<file path="config.mk">
export PLATFORM = sky130hd
export DESIGN_NAME = bash_hash_loader
export DESIGN_NICKNAME = d
export VERILOG_FILES = /design/src/rtl/bash_hash_loader.sv
export SDC_FILE = /design/constraint.sdc
export NUM_CORES = 2
export LEC_CHECK = 0
export BUFFER_PORTS_ARGS = -buffer_cell sky130_fd_sc_hd__buf_2
export CAP_MARGIN = 10
export CORE_AREA = 2 2 433 435
export CTS_BUF_LIST = sky130_fd_sc_hd__clkbuf_4
export DETAILED_ROUTE_END_ITERATION = 10
export DIE_AREA = 0 0 435 437
export GPL_ROUTABILITY_DRIVEN = 0
export PLACE_DENSITY_LB_ADDON = 0.25
export RECOVER_POWER = 25
export SLEW_MARGIN = 20
export SYNTH_ARGS = -nofsm -noshare
export SYNTH_HDL_FRONTEND = slang
export SYNTH_SLANG_ARGS = --single-unit
</file>
<file path="constraint.sdc">
create_clock -name clk_i -period 2.8 [get_ports clk_i]
set_input_delay 0.28 -clock clk_i [delete_from_list [all_inputs] [get_ports clk_i]]
set_output_delay 0.28 -clock clk_i [all_outputs]
set_load 0.03 [all_outputs]
</file>
<file path="src/rtl/bash_hash_loader.sv">
// bash_hash_loader: packs a byte-granular 64-bit word stream into rate-sized
// blocks, applies bash-hash padding (0x40 then zeros, plus a pad-only block
// when the message ends on a block boundary) and sequences the control unit.
module bash_hash_loader #(
    parameter int RATE_WORDS = 16,
    parameter int CNT_W      = $clog2(RATE_WORDS + 1)
) (
    input  logic                    clk_i,
    input  logic                    rst_i,
    input  logic [63:0]             msg_data_i,
    input  logic                    msg_valid_i,
    input  logic                    msg_last_i,
    input  logic [2:0]              msg_bytes_i,
    output logic                    msg_ready_o,
    output logic [64*RATE_WORDS-1:0] blk_data_o,
    output logic                    blk_last_o,
    output logic                    prep_active_o,
    output logic                    start_active_o,
    input  logic                    cu_rdy_i,
    output logic                    done_o
);

    typedef enum logic [1:0] {IDLE, FILL, ISSUE, WAIT_CU} state_t;

    state_t                          state_q;
    logic [CNT_W-1:0]                wcnt_q;
    logic                            pad_pending_q;
    logic                            final_q;
    logic [RATE_WORDS-1:0][63:0]     blk_q;

    logic                            accept;
    logic                            at_end;
    logic                            last_partial;
    logic                            last_full;
    logic [63:0]                     wr_word;

    // Keep bytes below b, put the 0x40 marker at byte b, zero everything above.
    function automatic logic [63:0] pad_word(input logic [63:0] d, input logic [2:0] b);
        logic [63:0] r;
        r = '0;
        for (int k = 0; k < 8; k++) begin
            if (k < int'(b))
                r[8*k +: 8] = d[8*k +: 8];
            else if (k == int'(b))
                r[8*k +: 8] = 8'h40;
        end
        return r;
    endfunction

    assign msg_ready_o    = (state_q == FILL) && cu_rdy_i;
    assign accept         = msg_ready_o && msg_valid_i;
    assign at_end         = (wcnt_q == CNT_W'(RATE_WORDS - 1));
    assign last_partial   = msg_last_i && (msg_bytes_i != 3'd0);
    assign last_full      = msg_last_i && (msg_bytes_i == 3'd0);
    assign wr_word        = last_partial ? pad_word(msg_data_i, msg_bytes_i) : msg_data_i;

    // Requests are decoded from state so they line up exactly with the FSM.
    assign prep_active_o  = (state_q == IDLE) && msg_valid_i;
    assign start_active_o = (state_q == ISSUE);
    assign done_o         = (state_q == WAIT_CU) && cu_rdy_i && final_q;
    assign blk_last_o     = final_q;
    assign blk_data_o     = blk_q;

    // Loader FSM: fill slots, pad on the last word, issue, wait for the control unit.
    always_ff @(posedge clk_i) begin
        if (rst_i) begin
            state_q       <= IDLE;
            wcnt_q        <= '0;
            pad_pending_q <= 1'b0;
            final_q       <= 1'b0;
            blk_q         <= '0;
        end else begin
            case (state_q)
                IDLE: begin
                    // Word stays on the bus; it is taken once the state is initialised.
                    if (msg_valid_i)
                        state_q <= FILL;
                end
                FILL: begin
                    if (accept) begin
                        wcnt_q <= wcnt_q + CNT_W'(1);
                        for (int i = 0; i < RATE_WORDS; i++) begin
                            if (wcnt_q == CNT_W'(i))
                                blk_q[i] <= wr_word;
                            // Full last word with room left: marker goes in the next slot.
                            if (i > 0 && last_full && !at_end && wcnt_q == CNT_W'(i - 1))
                                blk_q[i] <= 64'h40;
                        end
                        if (msg_last_i) begin
                            if (last_full && at_end)
                                pad_pending_q <= 1'b1;
                            else
                                final_q <= 1'b1;
                            state_q <= ISSUE;
                        end else if (at_end) begin
                            state_q <= ISSUE;
                        end
                    end
                end
                ISSUE: begin
                    wcnt_q  <= '0;
                    state_q <= WAIT_CU;
                end
                WAIT_CU: begin
                    // Buffer stays frozen until the permutation has consumed it.
                    if (cu_rdy_i) begin
                        blk_q <= '0;
                        if (final_q) begin
                            final_q <= 1'b0;
                            state_q <= IDLE;
                        end else if (pad_pending_q) begin
                            blk_q[0]      <= 64'h40;
                            final_q       <= 1'b1;
                            pad_pending_q <= 1'b0;
                            state_q       <= ISSUE;
                        end else begin
                            state_q <= FILL;
                        end
                    end
                end
                default: state_q <= IDLE;
            endcase
        end
    end

endmodule

</file>
==> parameters.txt <==
Parameter                              Value

Setup path
  Count of buffering cells on the critical path with inverters included    2
  Critical Path Fanout Max    between 60 and 70
  Start-to-end type of the worst setup path    register to register
  Critical path data arrival time    around 3.7 ns
  Kind of start point of the critical path    register
  Largest stage delay, worst path    0.48 ns
  Cell type group with the largest total delay on the critical path    simple AND/OR/NAND/NOR gates
  Endpoint required time on the critical path    3.86 ns
  Critical Path, Cell by Cell    ha_2, and3_1, ha_1, or3b_2, o211ai_1, buf_4, nand2_4, buf_12, a22oi_1, nor2_1
  Slowest CP cell    or3b_2
  Kind of capture point of the worst setup path    register

Synth
  Total standard cell area after synthesis    between 0.03 and 0.04 mm²
  Area share of the largest cell type after synthesis    a little under 60%
  Number of synthesized flops with an enable pin    0
  Cell count after synthesis    between 3,000 and 4,000
  Proportion of synthesized flip-flops having asynchronous set or reset    0%
  Portion of the post-synthesis area used by sequential elements    between 50% and 60%
  Leading post-synthesis cells by cell area    dfxtp_1 (58%), a22oi_1 (18%), nor2_1 (9.5%), clkbuf_1 (3.2%), buf_2 (1.9%)
  Top cells by count, synth    dfxtp_1 (1,033), nor2_1 (907), a22oi_1 (882)
  Count of synthesis-stage warnings from yosys    0
  Top cell type by total area after synthesis    dfxtp_1
  Avg Inst Size Synth    approximately 9.5 µm²
  FF+latch count, synth    1,033
  Syn Nets    roughly 3,900
  Cell with the most instances after synthesis    dfxtp_1
  Ys flop type    dfxtp_1
  Count of unique library cells instantiated by Yosys    50

Floorplanning
  Std cell rows    around 160
  Die W    435 µm
  Floorplan die area    approximately 0.19 mm²
  Core outline area    between 0.15 and 0.2 mm²
  Initial core utilization    19.35%
  Number of top-level design ports    roughly 1,100
  Height of the die    approximately 440 µm

Clocking
  CTS sink cnt    approximately 1,000
  CTS tree    built
  Number of clock buffers inserted by TritonCTS    about 310
  Reg clk slew, reported paths    about 0.060 ns
  Largest buffer count on any clock path    4
  Clock Latency Late Sink    1.31 ns
  CTS root buf    clkbuf_4
  Htree depth    5

Global routing
  Total track usage    around 19%
  Largest net degree at the start of global routing    between 150 and 200
  Met2 GRT Util    between 30% and 40%
  Total global routing overflow    0
  Busiest layer in global routing    met2
  Antenna violations before repair    15
  Met1 Usage GRT    a little under a quarter
  Via count of the first global-routing pass    roughly 34,000
  Met3 Resource Use GR    5.694%
  Global-route wire length before repair    about 270 mm

Worst hold path
  Worst min path class    input port to register

Finish
  Layout overhead on the synthesized area    36.97%
  Nets    just over 5,000
  Share of post-route cells with drive strength above 1    between 20% and 30%

Route
  Routed Wire Length    195.5 mm
  Antenna-violating nets left    0
  Average vias per placed instance    4.613
  Detailed router's first-iteration violation count    roughly 3,400
  Detailed Routing Iterations Pass 1    6
  Routed wire per std cell    roughly 25 µm
  DRC violation count after routing    0
  Detailed-route via count    35,500

Power
  Cell internal power dissipation    between 20,000 and 25,000 µW
  Clock Power Share    41.6%
  Switching portion of total power    slightly below 30%
  Share of total power in sequential cells    between 40% and 50%
  VDD IR max    around 0.33 mV
  Total power density per cell area    slightly below 700 mW/mm²
  Leakage power figure    0.01953 µW
  Fraction of power consumed by combinational cells    between 10% and 20%
  Switching power summed over all nets    a little under 10,000 µW

STA
  Final critical-path setup slack    around 0.13 ns
  Clock Skew    roughly 0.15 ns
  Relative slew slack    30.26%
  RSZ-0062 raised after global routing    no
  Smallest hold slack    between 0.2 and 0.25 ns
  F_max    roughly 370 MHz
  Final worst path period share    between 90% and 100%
  Worst Max-Slew Pin Slew    1.046 ns
  Final hold violation count    0
  Max-slew violations    0
  Final setup violating endpoints    0
  Shortest period the worst path allows    2.672 ns

Placement
  IO Port Bufs    roughly 1,100
  Post-DP HPWL    ~130 mm
  Pre-CTS setup slack    -0.02754 ns

Flow run
  Max-capacitance violation count    0

Status
  Result of the run    finished, final reports clean
worst min-delay path, cell delays in order:
cell and delay (ns):
dlygate4sd3_1 0.54, buf_2 0.09, and2_1 0.15, buf_12 0.21, a22oi_1 0.12, nor2_1 0.07
kinds of logic (layout without fill, tap and decap cells):
| kind of cell | after synthesis | count (layout) | share of synthesized area (%) |
|---|---|---|---|
| other | 0 | 14 | 0 |
| flip-flops | 1033 | 1033 | 57.76 |
| multiplexers | 1 | 1 | 0.02796 |
| AO/OA/AOI/OAI | 1103 | 1103 | 22.84 |
| XOR/XNOR | 4 | 4 | 0.09787 |
| adder cells (fa/ha/maj) | 5 | 5 | 0.1747 |
| AND/OR/NAND/NOR | 1175 | 1175 | 13.44 |
| buffers and inverters | 467 | 1880 | 5.665 |
per-layer routing:
metal	part of all wire [%]	routed length, µm
met3	8.6	16710
met4	3.9	7582
met2	48	94010
met1	39	77160
met5	0	0
power groups by stage:
stage / Clock, µW / Sequential (µW) / Combinational [µW]
6_report: 13800 / 15300 / 4180
5_1_grt: 15100 / 15300 / 4370
4_1_cts: 14300 / 15200 / 4250
3_5_place_dp: 0 / 15600 / 4100
3_3_place_gp: 0 / 15600 / 4090
2_1_floorplan: 0 / 16300 / 1450
registers in the layout, summed over array words and instances (netlist names):
| signal | cells |
|---|---|
| state_q | 2 |
| blk_data_o | 1024 |
| blk_last_o | 1 |
| wcnt_q | 5 |
| pad_pending_q | 1 |
worst paths after layout:
path	startpoint	endpoint	slack [ns]	depth (start not counted)
worst max register to register	wcnt_q[0]	blk_data_o[424]	0.13	10
worst max-delay path	wcnt_q[0]	blk_data_o[424]	0.13	10
worst min register to register	blk_data_o[47]	blk_data_o[47]	0.45	2
worst min-delay path	msg_data_i[34]	blk_data_o[802]	0.21	6
stage by stage:
stage          cell area, µm²  power, µW  std cells  utilization [%]  setup TNS (ns)
6_report                49040      33250       7695            26.50               0
5_1_grt                 49020      34780       7689            26.49               0
4_1_cts                 49570      33800       7675            26.79               0
3_5_place_dp            44900      19660       7082            24.26        -0.03909
3_3_place_gp            44900      19650       7082            24.26         -0.1212
2_1_floorplan           35800      17700       3788                -               0
final cells by class:
class | count | area [µm²]
Clock inverter | 42 | 193.9
Sequential cell | 1033 | 20680
Antenna cell | 14 | 35.03
Tap cell | 2480 | 3103
Inverter | 4 | 15.01
Timing Repair Buffer | 1396 | 8300
Clock buffer | 438 | 3288
Fill cell | 20450 | 136000
Multi-Input combinational cell | 2288 | 13420
timing repair:
item | 4_1_cts | 5_1_grt
hold buffers | 107 | 0
hold endpoints to repair | 1033 | 0
gates cloned | 1 | 0
setup buffers | 5 | 6
endpoints found under the setup margin | 3 | 92
gates resized for setup | 14 | 4
pin swaps | 0 | 3
placed cells by master (no fill, tap or decap), drive strengths merged, types with 13 or more instances in the layout:
| cell | n |
|---|---|
| a211oi | 13 |
| a21oi | 99 |
| a22o | 63 |
| a22oi | 882 |
| and2 | 59 |
| buf | 809 |
| clkbuf | 918 |
| clkinv | 34 |
| dfxtp | 1033 |
| diode | 14 |
| dlygate4sd3 | 106 |
| nand2 | 145 |
| nor2 | 909 |
(Power assumes the default switching activity.)
